## config.mk

```make
export PLATFORM = sky130hd
export DESIGN_NAME = line_buffer_3row
export DESIGN_NICKNAME = d
export VERILOG_FILES = /design/src/rtl/line_buffer_3row.sv
export SDC_FILE = /design/constraint.sdc
export NUM_CORES = 1
export LEC_CHECK = 0
export CORE_ASPECT_RATIO = 0.8
export CORE_MARGIN = 1
export CORE_UTILIZATION = 51
export CTS_CLUSTER_DIAMETER = 40
export DETAILED_ROUTE_END_ITERATION = 12
export GPL_ROUTABILITY_DRIVEN = 0
export PLACE_DENSITY = 0.74
export SYNTH_ARGS = -nofsm -noshare
export SYNTH_HDL_FRONTEND = slang
export SYNTH_SLANG_ARGS = --single-unit
```

## constraint.sdc

```tcl
create_clock -name clk -period 2.2 [get_ports clk]
set_clock_uncertainty 0.1 [all_clocks]
set_input_delay 0.33 -clock clk [delete_from_list [all_inputs] [get_ports clk]]
set_output_delay 0.33 -clock clk [all_outputs]
set_load 0.01 [all_outputs]
```

## src/rtl/line_buffer_3row.sv

```systemverilog
// line_buffer_3row: turns a raster pixel stream into vertical 3-pixel columns
// (top = row r-1, mid = row r, bot = row r+1) for a downstream 3x3 window stage.
// Zero rows pad the top and bottom of the frame, and a zero column follows
// every output row so the window can drain before the next row starts.
// Optional feature: define LB_ERR_EN to add the sticky err_o flag. This flag
// records any pixel offered while ready_o was low.
module line_buffer_3row #(
  parameter int ROWS   = 5,
  parameter int COLS   = 5,
  parameter int DATA_W = 8
) (
  input  logic              clk,
  input  logic              rst,
  input  logic [DATA_W-1:0] pix_i,
  input  logic              valid_i,
  output logic              ready_o,
  output logic [DATA_W-1:0] top_o,
  output logic [DATA_W-1:0] mid_o,
  output logic [DATA_W-1:0] bot_o,
  output logic              col_valid_o,
  output logic              win_valid_o,
  output logic              frame_done_o
`ifdef LB_ERR_EN
  ,
  output logic              err_o
`endif
);

  localparam int CW = (COLS > 1) ? $clog2(COLS) : 1;
  localparam int RW = $clog2(ROWS + 2);

  localparam logic [CW-1:0] COL_LAST    = CW'(COLS - 1);
  localparam logic [RW-1:0] ROW_ONE     = RW'(1);
  localparam logic [RW-1:0] ROW_IN_DONE = RW'(ROWS);
  localparam logic [RW-1:0] ROW_FLUSHED = RW'(ROWS + 1);

  typedef enum logic [2:0] {
    IDLE,
    FILL,
    STREAM,
    FLUSH_COL,
    FLUSH_ROW,
    DONE
  } state_t;

  state_t state_q, state_d;
  logic [CW-1:0] col_cnt_q, col_cnt_d;
  logic [RW-1:0] row_cnt_q, row_cnt_d;
  logic          ready_q, ready_d;
  logic          col_vld_q, col_vld_d;
  logic          col_first_q, col_first_d;
  logic          win_vld_q;
  logic          done_q, done_d;
  logic [DATA_W-1:0] top_q, top_d;
  logic [DATA_W-1:0] mid_q, mid_d;
  logic [DATA_W-1:0] bot_q, bot_d;
`ifdef LB_ERR_EN
  logic          err_q;
`endif

  // Line storage is deliberately left unreset: FILL rewrites lb_mid before
  // any read, and lb_top is masked to zero on output row 0.
  logic [DATA_W-1:0] lb_top_q [COLS];
  logic [DATA_W-1:0] lb_mid_q [COLS];

  logic accept;
  logic col_last;

  assign accept   = valid_i && ready_q;
  assign col_last = (col_cnt_q == COL_LAST);

  // Next-state, counter and output-column selection
  always_comb begin
    state_d     = state_q;
    col_cnt_d   = col_cnt_q;
    row_cnt_d   = row_cnt_q;
    col_vld_d   = 1'b0;
    col_first_d = 1'b0;
    done_d      = 1'b0;
    top_d       = '0;
    mid_d       = '0;
    bot_d       = '0;
    case (state_q)
      IDLE, FILL: begin
        if (accept) begin
          if (col_last) begin
            col_cnt_d = '0;
            row_cnt_d = row_cnt_q + RW'(1);
            state_d   = STREAM;
          end else begin
            col_cnt_d = col_cnt_q + CW'(1);
            state_d   = FILL;
          end
        end
      end
      STREAM: begin
        if (accept) begin
          col_vld_d   = 1'b1;
          col_first_d = (col_cnt_q == '0);
          top_d       = (row_cnt_q == ROW_ONE) ? '0 : lb_top_q[col_cnt_q];
          mid_d       = lb_mid_q[col_cnt_q];
          bot_d       = pix_i;
          if (col_last) begin
            col_cnt_d = '0;
            row_cnt_d = row_cnt_q + RW'(1);
            state_d   = FLUSH_COL;
          end else begin
            col_cnt_d = col_cnt_q + CW'(1);
          end
        end
      end
      FLUSH_COL: begin
        // Zero column closes the current output row.
        col_vld_d = 1'b1;
        if (row_cnt_q == ROW_IN_DONE) begin
          state_d = FLUSH_ROW;
        end else if (row_cnt_q == ROW_FLUSHED) begin
          state_d = DONE;
        end else begin
          state_d = STREAM;
        end
      end
      FLUSH_ROW: begin
        // Last output row: bottom neighbour is the zero pad row.
        col_vld_d   = 1'b1;
        col_first_d = (col_cnt_q == '0);
        top_d       = lb_top_q[col_cnt_q];
        mid_d       = lb_mid_q[col_cnt_q];
        if (col_last) begin
          col_cnt_d = '0;
          row_cnt_d = row_cnt_q + RW'(1);
          state_d   = FLUSH_COL;
        end else begin
          col_cnt_d = col_cnt_q + CW'(1);
        end
      end
      DONE: begin
        done_d    = 1'b1;
        col_cnt_d = '0;
        row_cnt_d = '0;
        state_d   = IDLE;
      end
      default: begin
        state_d   = IDLE;
        col_cnt_d = '0;
        row_cnt_d = '0;
      end
    endcase
    ready_d = (state_d == IDLE) || (state_d == FILL) || (state_d == STREAM);
  end

  // FSM state, counters and registered outputs
  always_ff @(posedge clk or negedge rst) begin
    if (!rst) begin
      state_q     <= IDLE;
      col_cnt_q   <= '0;
      row_cnt_q   <= '0;
      ready_q     <= 1'b0;
      col_vld_q   <= 1'b0;
      col_first_q <= 1'b0;
      win_vld_q   <= 1'b0;
      done_q      <= 1'b0;
      top_q       <= '0;
      mid_q       <= '0;
      bot_q       <= '0;
    end else begin
      state_q     <= state_d;
      col_cnt_q   <= col_cnt_d;
      row_cnt_q   <= row_cnt_d;
      ready_q     <= ready_d;
      col_vld_q   <= col_vld_d;
      col_first_q <= col_first_d;
      win_vld_q   <= col_vld_q && !col_first_q;
      done_q      <= done_d;
      top_q       <= top_d;
      mid_q       <= mid_d;
      bot_q       <= bot_d;
    end
  end

  // Line arrays: each streamed pixel shifts its column up by one row
  always_ff @(posedge clk) begin
    if (accept) begin
      if (state_q == STREAM) begin
        lb_top_q[col_cnt_q] <= lb_mid_q[col_cnt_q];
      end
      lb_mid_q[col_cnt_q] <= pix_i;
    end
  end

`ifdef LB_ERR_EN
  // Sticky flag for pixels offered while the block was not ready
  always_ff @(posedge clk or negedge rst) begin
    if (!rst) begin
      err_q <= 1'b0;
    end else if (valid_i && !ready_q) begin
      err_q <= 1'b1;
    end
  end

  assign err_o = err_q;
`endif

  assign ready_o      = ready_q;
  assign top_o        = top_q;
  assign mid_o        = mid_q;
  assign bot_o        = bot_q;
  assign col_valid_o  = col_vld_q;
  assign win_valid_o  = win_vld_q;
  assign frame_done_o = done_q;

endmodule

```

---- After elaboration in Yosys (flattened, before gate mapping) ----
Memory sizes are Yosys's and may differ from the RTL's.
Index checks and enable logic that the tools add are counted.
W data, S select, Z words.
word-level totals
  bits in registers ....................... 38
  bits in writable memories ............... 80
  memories ................................ 2
  logic and storage cells ................. 69
cells by class
  reduce and logical (&&, ||, !) cells .... 12
  bitwise gates (word level) .............. 1
  equality and inequality tests ........... 12
  add/subtract/negate cells ............... 2
  multiplexer cells ....................... 29
memories
  memory    depth  width  rd ports  clocked after Yosys merged registers in  write ports  RTL line  RTL
  lb_mid_q  5      8      1         0                                        1            64        logic [DATA_W-1:0] lb_mid_q [COLS];
  lb_top_q  5      8      1         0                                        1            63        logic [DATA_W-1:0] lb_top_q [COLS];
operators by type and width
  operator               count
  $mux W8                5
  $pmux W8 S2            2
  $mux W3                9
  $pmux W3 S3            2
  $eq A3 B3 Y1 const B   5
  $pmux W3 S4            1
  $eq A3 B1 Y1 const B   3
  $eq A3 B2 Y1 const B   3
  $logic_not A3 Y1       3
  $mux W1                7
  $add A3 B1 Y3 const B  2
  $pmux W1 S2            2
  $reduce_or A2 Y1       2
  $reduce_or A3 Y1       1
  $logic_and A1 B1 Y1    2
  $logic_or A1 B1 Y1     2
  $mux W2                1
  $ne A2 B1 Y1 const B   1
  $reduce_and A2 Y1      1
  $logic_not A1 Y1       1
  $not A1 Y1             1

---- Depth between registers and ports, before layout ----
Gate-level depths: netlist (run 1).
  depth after elaboration ................. 7
  mapped depth ............................ 9

---- Worst setup path before layout (run 1) ----
OpenSTA, ideal clock, no wires.
  kind .................................... register to register
  from .................................... register col_cnt_q[0]
  to ...................................... memory lb_mid_q[0][0], enable pin
  clock period less this slack ............ 2.205 ns
  setup slack ............................. -0.005 ns
  setup time .............................. 0.395 ns
  path buffers ............................ 3
  required time ........................... 1.705 ns
  arrival ................................. 1.711 ns
  stages on the path, launching flop included .. 5
  path through ............................ dfrtp_1 buf_6 buf_6 buf_6 nor4_1
RTL lines
  item                    RTL line  RTL
  start, declared         47        logic [CW-1:0] col_cnt_q, col_cnt_d;
  start signal, assigned  168       col_cnt_q <= col_cnt_d;
  end, declared           64
Straight into the memory's write port.

---- Worst setup path in the final report (run 1) ----
  from .................................... register col_cnt_q[0]
  to ...................................... register row_cnt_q[2]
between the ends
  word-level cells in the longest chain between the ends .. 4
RTL lines
  item                  RTL line  RTL
  $eq A3 B3 Y1 (*)      70        assign col_last = (col_cnt_q == COL_LAST);
  $mux W3 (*)           -
  $mux W3               -
  $pmux W3 S3 (*)       -
  end signal, assigned  169       row_cnt_q <= row_cnt_d;
  end, declared         48        logic [RW-1:0] row_cnt_q, row_cnt_d;
Every way passes the cells marked *; elsewhere a longest branch is shown, timed or not. The select of a mux whose other input is x is not followed.
A chain may end at the register's enable or synchronous reset.

==> results of run 1 <==
[layer usage]
layer | part of all wire [%] | track usage (%) | vias up | wire length, µm
li1 | - | - | 1236 | -
met5 | 0 | 0 | - | 0
met2 | 50 | 36.36 | 121 | 4677
met1 | 43 | 30.01 | 1320 | 4027
met3 | 5.3 | 5.236 | 15 | 499
met4 | 1.3 | 8.108 | 0 | 125
[flip-flops by register name, indices dropped and copies added, names as in the netlist]
name,cells
frame_done_o,1
row_cnt_q,3
mid_o,8
lb_top_q,40
top_o,8
win_valid_o,1
ready_o,1
col_valid_o,1
bot_o,8
state_q,3
lb_mid_q,40
col_first_q,1
col_cnt_q,3
[per-stage QoR]
step | hold slack [ns] | util [%] | power, mW | std cells
3_5_place_dp | 0.1383 | 60.29 | 5.916 | 455
6_report | 0.2487 | 67.25 | 8.615 | 488
3_3_place_gp | 0.1397 | 60.29 | 5.826 | 455
4_1_cts | 0.2521 | 67.25 | 8.694 | 488
2_1_floorplan | -0.06559 | - | 4.928 | 299
5_1_grt | 0.2797 | 67.25 | 9.025 | 488
[worst max-delay path, cell delays in order (launching register included)]
cell	delay (ns)
dfrtp_1	0.45
inv_1	0.09
ha_1	0.28
nand4_2	0.18
a221oi_4	0.35
o21ai_1	0.11
a22o_1	0.24
[power by group through the flow]
stage | Clock, mW | Sequential (mW) | Combinational, mW
2_1_floorplan | 0 | 3.38 | 1.55
3_3_place_gp | 0 | 3.38 | 2.45
3_5_place_dp | 0 | 3.40 | 2.51
4_1_cts | 2.75 | 3.37 | 2.57
5_1_grt | 2.83 | 3.42 | 2.78
6_report | 2.71 | 3.37 | 2.53
[worst paths after layout]
kind,from,endpoint,depth (start not counted)
setup / recovery,col_cnt_q[0],row_cnt_q[2],6
min in group clk,col_first_q,win_valid_o,1
max in group asynchronous,rst,bot_o[5],3
hold / removal,rst,row_cnt_q[2],2
setup reg to reg,col_cnt_q[0],row_cnt_q[2],6
hold reg to reg,col_first_q,win_valid_o,1
[cell type report]
cell class | instances | area [µm²]
clock inverter | 14 | 151.4
timing repair buffer | 59 | 548.0
multi-input combinational | 160 | 1147
sequential | 118 | 3353
inverter | 7 | 26.28
tap | 112 | 140.1
clock buffer | 18 | 439.2
fill | 579 | 2828
[cells in the final DEF (no fill, tap or decap), types with 5 or more instances in the layout]
master           count
ha_1                 5
and2_1               9
mux4_2              15
inv_1                6
nor2_1              15
nand2_1             53
o21ai_0              8
clkinv_4             5
buf_4               19
a21oi_1             19
clkdlybuf4s50_1     37
edfxtp_1            80
clkbuf_16           17
dfrtp_1             38
[cell families after synthesis]
| kind of cell | count (synthesis) | synth area share (%) |
|---|---|---|
| flip-flops | 118 | 72.51 |
| AND/OR/NAND/NOR | 97 | 9.794 |
| AO/OA/AOI/OAI | 41 | 5.791 |
| buffers and inverters | 21 | 2.814 |
| multiplexers | 16 | 7.522 |
| adder cells (fa/ha/maj) | 6 | 1.569 |
==> key figures, run 1 <==
Status
  – Status: finished clean

Routing
  – Total wire length: 9329 µm
  – DRT Pass-1 Iters: 5
  – Antenna Violating Nets Remaining: 0
  – Vias: between 2,000 and 3,000
  – WL per Instance: 19.12 µm
  – Vias per cell: ~5.5
  – Detailed-route DRC error count: 0
  – First DRT Iteration DRCs: 187

Synthesis
  – Mean Syn Cell Area: 15.47 µm²
  – Post-synth EDFFs: 80
  – Distinct cells, synth: 42
  – Most common cell in the netlist: edfxtp_1
  – Synth Cell Area: 4624 µm²
  – Primary FF master, synth: edfxtp_1
  – Post-synth top cells: 80 x edfxtp_1, 53 x nand2_1, 38 x dfrtp_1
  – Syn Inst Count: around 300
  – Post-synth ARST share: roughly 32%
  – Post-Syn Nets: 315
  – Ys Warns: 0
  – Sequential-to-total area share from yosys stat: between 70% and 80%
  – Yosys top cell by area: edfxtp_1
  – Synth Register Bits: 118
  – Area contributors post-synth: edfxtp_1 52%, dfrtp_1 21%, mux4_2 7.3%, nand2_1 4.3%, a21oi_1 2.1%
  – Post-synth top area share: 51.95%

Global route
  – Initial antenna violation count: 0
  – Largest net degree at the start of global routing: 25
  – First-pass GRT wire length: about 15,000 µm
  – Overall Global Routing Usage: between 20% and 30%
  – Number of global-route vias before repair: approximately 2,600
  – GRT overflow: 0

Floorplanning
  – Starting Density: 53.57%
  – Die area: 9455 µm²
  – Num rows: 30
  – Core area: around 8600 µm²
  – Die extent in x: between 100 and 150 µm
  – Ports: 39
  – Die extent in y: 87.17 µm

Cells and area
  – Fraction of layout cells with a size suffix above 1: 19.95%
  – Final Instance Area: 5806 µm²
  – Nets: 379
  – Area grow syn2layout: 25.54%
  – N_diodes: 0

CTS
  – CTS clk-pin slew, worst paths: 0.06 ns
  – Cell chosen for the clock root: clkbuf_16
  – CTS tree: built
  – Post-CTS setup buffer count: 0
  – CTS buffer count: 17
  – H-tree depth: 4
  – Post-CTS Resized: 0
  – Clock Path Buffers: 2
  – Clk_lat worst skew: between 0.4 and 0.5 ns
  – Post-CTS Hold Buffers: 1
  – CTS sink count: roughly 120

Power and ir drop
  – Int Pwr: 5.942 mW
  – Lkg Pwr: between 2 and 2.5 nW
  – Peak supply drop: 0.7886 mV
  – Power Dens Cells: between 1000 and 1500 nW/µm²
  – Net Sw Frac: 31.02%
  – Clock power frac: roughly a third
  – Logic pwr share: 29.4%
  – Sw Pwr: 2.672 mW
  – Share of power burned in registers: slightly below 40%

STA
  – Rel. slew slack: 64.03%
  – RSZ-0062 raised after global routing: false
  – Final WS setup: 0.2947 ns
  – Tmin final: 1.905 ns
  – Final period utilization: approximately 87%
  – Final Setup Violations: 0
  – Hold Vio Cnt, Final: 0
  – Worst Tran Pin Value: 0.5371 ns
  – Slew Viols, Final: 0
  – TNS Setup: 0 ns
  – Max frequency: 524.9 MHz

Worst setup path
  – Worst Path Required: 2.39 ns
  – Critical Path Start Type: register
  – Worst reg2reg setup slack: 0.29 ns
  – Peak fanout along the critical path: 6
  – Crit path kind: register to register
  – Worst Path Arrival: 2.10 ns
  – Crit end category: register

Place
  – Pre-CTS worst setup slack: about 0.056 ns
  – PortBufs: 38
  – Post-DP Area: 5205 µm²
  – Hpwl dp: slightly below 6000 µm

Run
  – Max cap viols: 0

Worst hold path
  – Hold crit path type: input pin to async pin
(Power assumes the default switching activity.)
==> run 2: changes to the inputs <==
CAP_MARGIN = 20   (was unset)
clock period = 1.65 ns   (was 2.2 ns; I/O delays follow)
==> run 2 against run 1 <==
  * The run now ends with setup timing left
  * Critical path depth grew 1
  * Final area grew 9.2%
  * Die area is the same
  * Non-clock buffer count grew 22
  * Utilization grew 6.2 points
  * Sequential cell count is the same
  * Setup slack lost 0.33 ns
  * Combinational power grew 80%
  * Routed wire length grew 7.2%
  * Worst hold slack lost 0.028 ns
  * Register-to-register slack lost 0.33 ns
  * Maximum frequency grew 13%
  * Critical endpoint unchanged
  * Largest power group is now combinational cells
==> key figures, run 2 (synthesis results as in run 1) <==
CTS
  – Cell chosen for the clock root: clkbuf_16
  – CTS sink count: 118 (unchanged)
  – H-tree depth: 4 (unchanged)
  – CTS clk-pin slew, worst paths: 0.06 ns (about the same)
  – CTS buffer count: 17 (unchanged)
  – CTS tree: built
  – Clk_lat worst skew: 0.41 ns (about the same)
  – Clock Path Buffers: 2 (unchanged)

Global route
  – GRT overflow: 0 (unchanged)
  – Largest net degree at the start of global routing: 23 (-8.0%)
  – Number of global-route vias before repair: 2,910 (+9.9%)
  – Initial antenna violation count: 0 (unchanged)
  – Overall Global Routing Usage: 23.71% (+1.3 points)
  – First-pass GRT wire length: 15,490 µm (+5.5%)

Floorplanning
  – Ports: 39 (unchanged)
  – Die extent in y: 87.17 µm (unchanged)
  – Core area: 8633 µm² (unchanged)
  – Die area: 9455 µm² (unchanged)
  – Num rows: 30 (unchanged)
  – Die extent in x: 108.5 µm (unchanged)
  – Starting Density: 53.57% (unchanged)

STA
  – Worst Tran Pin Value: 0.4329 ns (-0.1042 ns)
  – RSZ-0062 raised after global routing: true
  – Max frequency: 591.7 MHz (+13%)
  – Rel. slew slack: 71.14% (+7.1 points)
  – Final Setup Violations: 31 (+31)
  – Smallest hold slack: 0.2212 ns (-0.02750 ns)
  – Hold Vio Cnt, Final: 0 (unchanged)
  – TNS Setup: -0.3402 ns (-0.3402 ns)
  – Final period utilization: 102.4% (+16 points)
  – Tmin final: 1.690 ns (-0.2153 ns)
  – Slew Viols, Final: 0 (unchanged)
  – Final WS setup: -0.03995 ns (-0.3347 ns)

Cells and area
  – Most frequent cells in the layout: 80 x edfxtp_1, 36 x nand2_1, 36 x dfrtp_1
  – Filler cells: 523 (-9.7%)
  – Most common cell after layout, fill and taps aside: edfxtp_1
  – Register area: 3356 µm² (about the same)
  – Nets: 401 (+5.8%)
  – Area grow syn2layout: 37.09%
  – Multi-input gate area: 1385 µm² (+21%)
  – Largest registers: lb_mid_q (40), lb_top_q (40)
  – Fin cells: 510 (+4.5%)
  – Fraction of layout cells with a size suffix above 1: 34.67% (+15 points)
  – N_diodes: 0 (unchanged)

Worst setup path
  – Crit path kind: register to register
  – Critical Path Start Type: register
  – Worst Path Required: 1.85 ns (-0.54 ns)
  – Peak fanout along the critical path: 4 (-2)
  – Worst Path Arrival: 1.89 ns (-0.21 ns)
  – Crit path max-delay cell type: dfrtp_2
  – Crit end category: register
  – Crit path cell chain: buf_6 -> inv_4 -> ha_4 -> nand4_4 -> a221oi_4 -> o21ai_1 -> a22o_1
  – CP max stage delay: 0.46 ns (about the same)

Routing
  – Vias: 2,808 (+4.3%)
  – Vias per cell: 5.506 (-0.19%)
  – Detailed-route DRC error count: 0 (unchanged)
  – WL per Instance: 19.61 µm (+2.6%)
  – First DRT Iteration DRCs: 154 (-18%)
  – Antenna Violating Nets Remaining: 0 (unchanged)
  – DRT Pass-1 Iters: 4 (-1)
  – Total wire length: 10,000 µm (+7.2%)

Power and ir drop
  – Lkg Pwr: 2.572 nW (+16%)
  – Power Dens Cells: 1985 nW/µm² (+34%)
  – Share of power burned in registers: 35.6% (-3.5 points)
  – Int Pwr: 8.501 mW (+43%)
  – Logic pwr share: 36.1% (+6.7 points)
  – Clock power frac: 28.2% (-3.3 points)
  – Net Sw Frac: 32.43% (+1.4 points)
  – Sw Pwr: 4.081 mW (+53%)
  – Peak supply drop: 1.327 mV (+68%)

Worst hold path
  – Hold crit path type: input pin to async pin

Place
  – Hpwl dp: 6144 µm (+5.6%)
  – Placed Cells: 475 (+4.4%)
  – PortBufs: 38 (unchanged)

Status
  – Failing checks: setup timing
  – Status: complete, but fails checks

Run
  – Max cap viols: 0 (unchanged)
==> run 2: power groups by stage <==
stage                     Combinational (mW)  Clock (mW)  Sequential [mW]
after global placement                  3.88           0             4.48
final                                   4.55        3.55             4.48
after floorplan                         2.25           0             4.51
after detailed placement                4.01           0             4.50
after CTS                               4.32        3.60             4.46
after global routing                    4.87        3.74             4.54
==> run 2: layout make-up <==
class	count	area share, %
multi-input cells	160	21.85
well taps	112	2.210
clock inverters	15	2.408
inverters	7	0.4539
flip-flops and latches	118	52.93
clock buffers	17	6.710
repair buffers	81	13.44
==> run 2: routing by layer <==
| metal | part of all wire [%] | routed length, µm | GRT usage (%) |
|---|---|---|---|
| met4 | 0.99 | 99 | 9.951 |
| met2 | 51 | 5053 | 37.63 |
| met3 | 4.5 | 448 | 7.554 |
| met1 | 44 | 4400 | 30.41 |
| met5 | 0 | 0 | 0 |
==> run 2: critical path, delay by kind of cell (launching register included) <==
kind | cells | cell delay [ns]
AO/OA/AOI/OAI | 3 | 0.56
flip-flops | 1 | 0.46
buffers and inverters | 2 | 0.19
adder cells (fa/ha/maj) | 1 | 0.16
AND/OR/NAND/NOR | 1 | 0.11
==> run 2: metrics by stage <==
stage | cell area, µm² | setup slack [ns] | utilization, % | power [mW]
floorplan | 4732 | -0.2800 | - | 6.764
global placement | 5525 | -0.2060 | 64.00 | 8.354
detailed placement | 5525 | -0.2289 | 64.00 | 8.508
CTS | 6208 | -0.05166 | 71.91 | 12.38
global route | 6340 | -0.1190 | 73.43 | 13.16
finish | 6340 | -0.03995 | 73.43 | 12.58
==> run 2: worst paths after layout <==
path,slack [ns],start,to,depth (start not counted)
worst max-delay path,-0.04,col_cnt_q[0],row_cnt_q[2],7
max in group asynchronous,0.75,rst,col_cnt_q[0],3
worst min register to register,0.29,col_first_q,win_valid_o,1
worst min-delay path,0.22,rst,top_o[2],2
min in group clk,0.29,col_first_q,win_valid_o,1
worst max register to register,-0.04,col_cnt_q[0],row_cnt_q[2],7
==> run 2: what timing repair did <==
| item | CTS | global route |
|---|---|---|
| gates resized for setup | 30 | 35 |
| endpoints found under the setup margin | 76 | 114 |
| gates cloned | 0 | 1 |
| endpoints found under the hold margin | 16 | 0 |
| pin swaps | 3 | 20 |
| setup buffers | 2 | 0 |
| hold buffers | 1 | 0 |
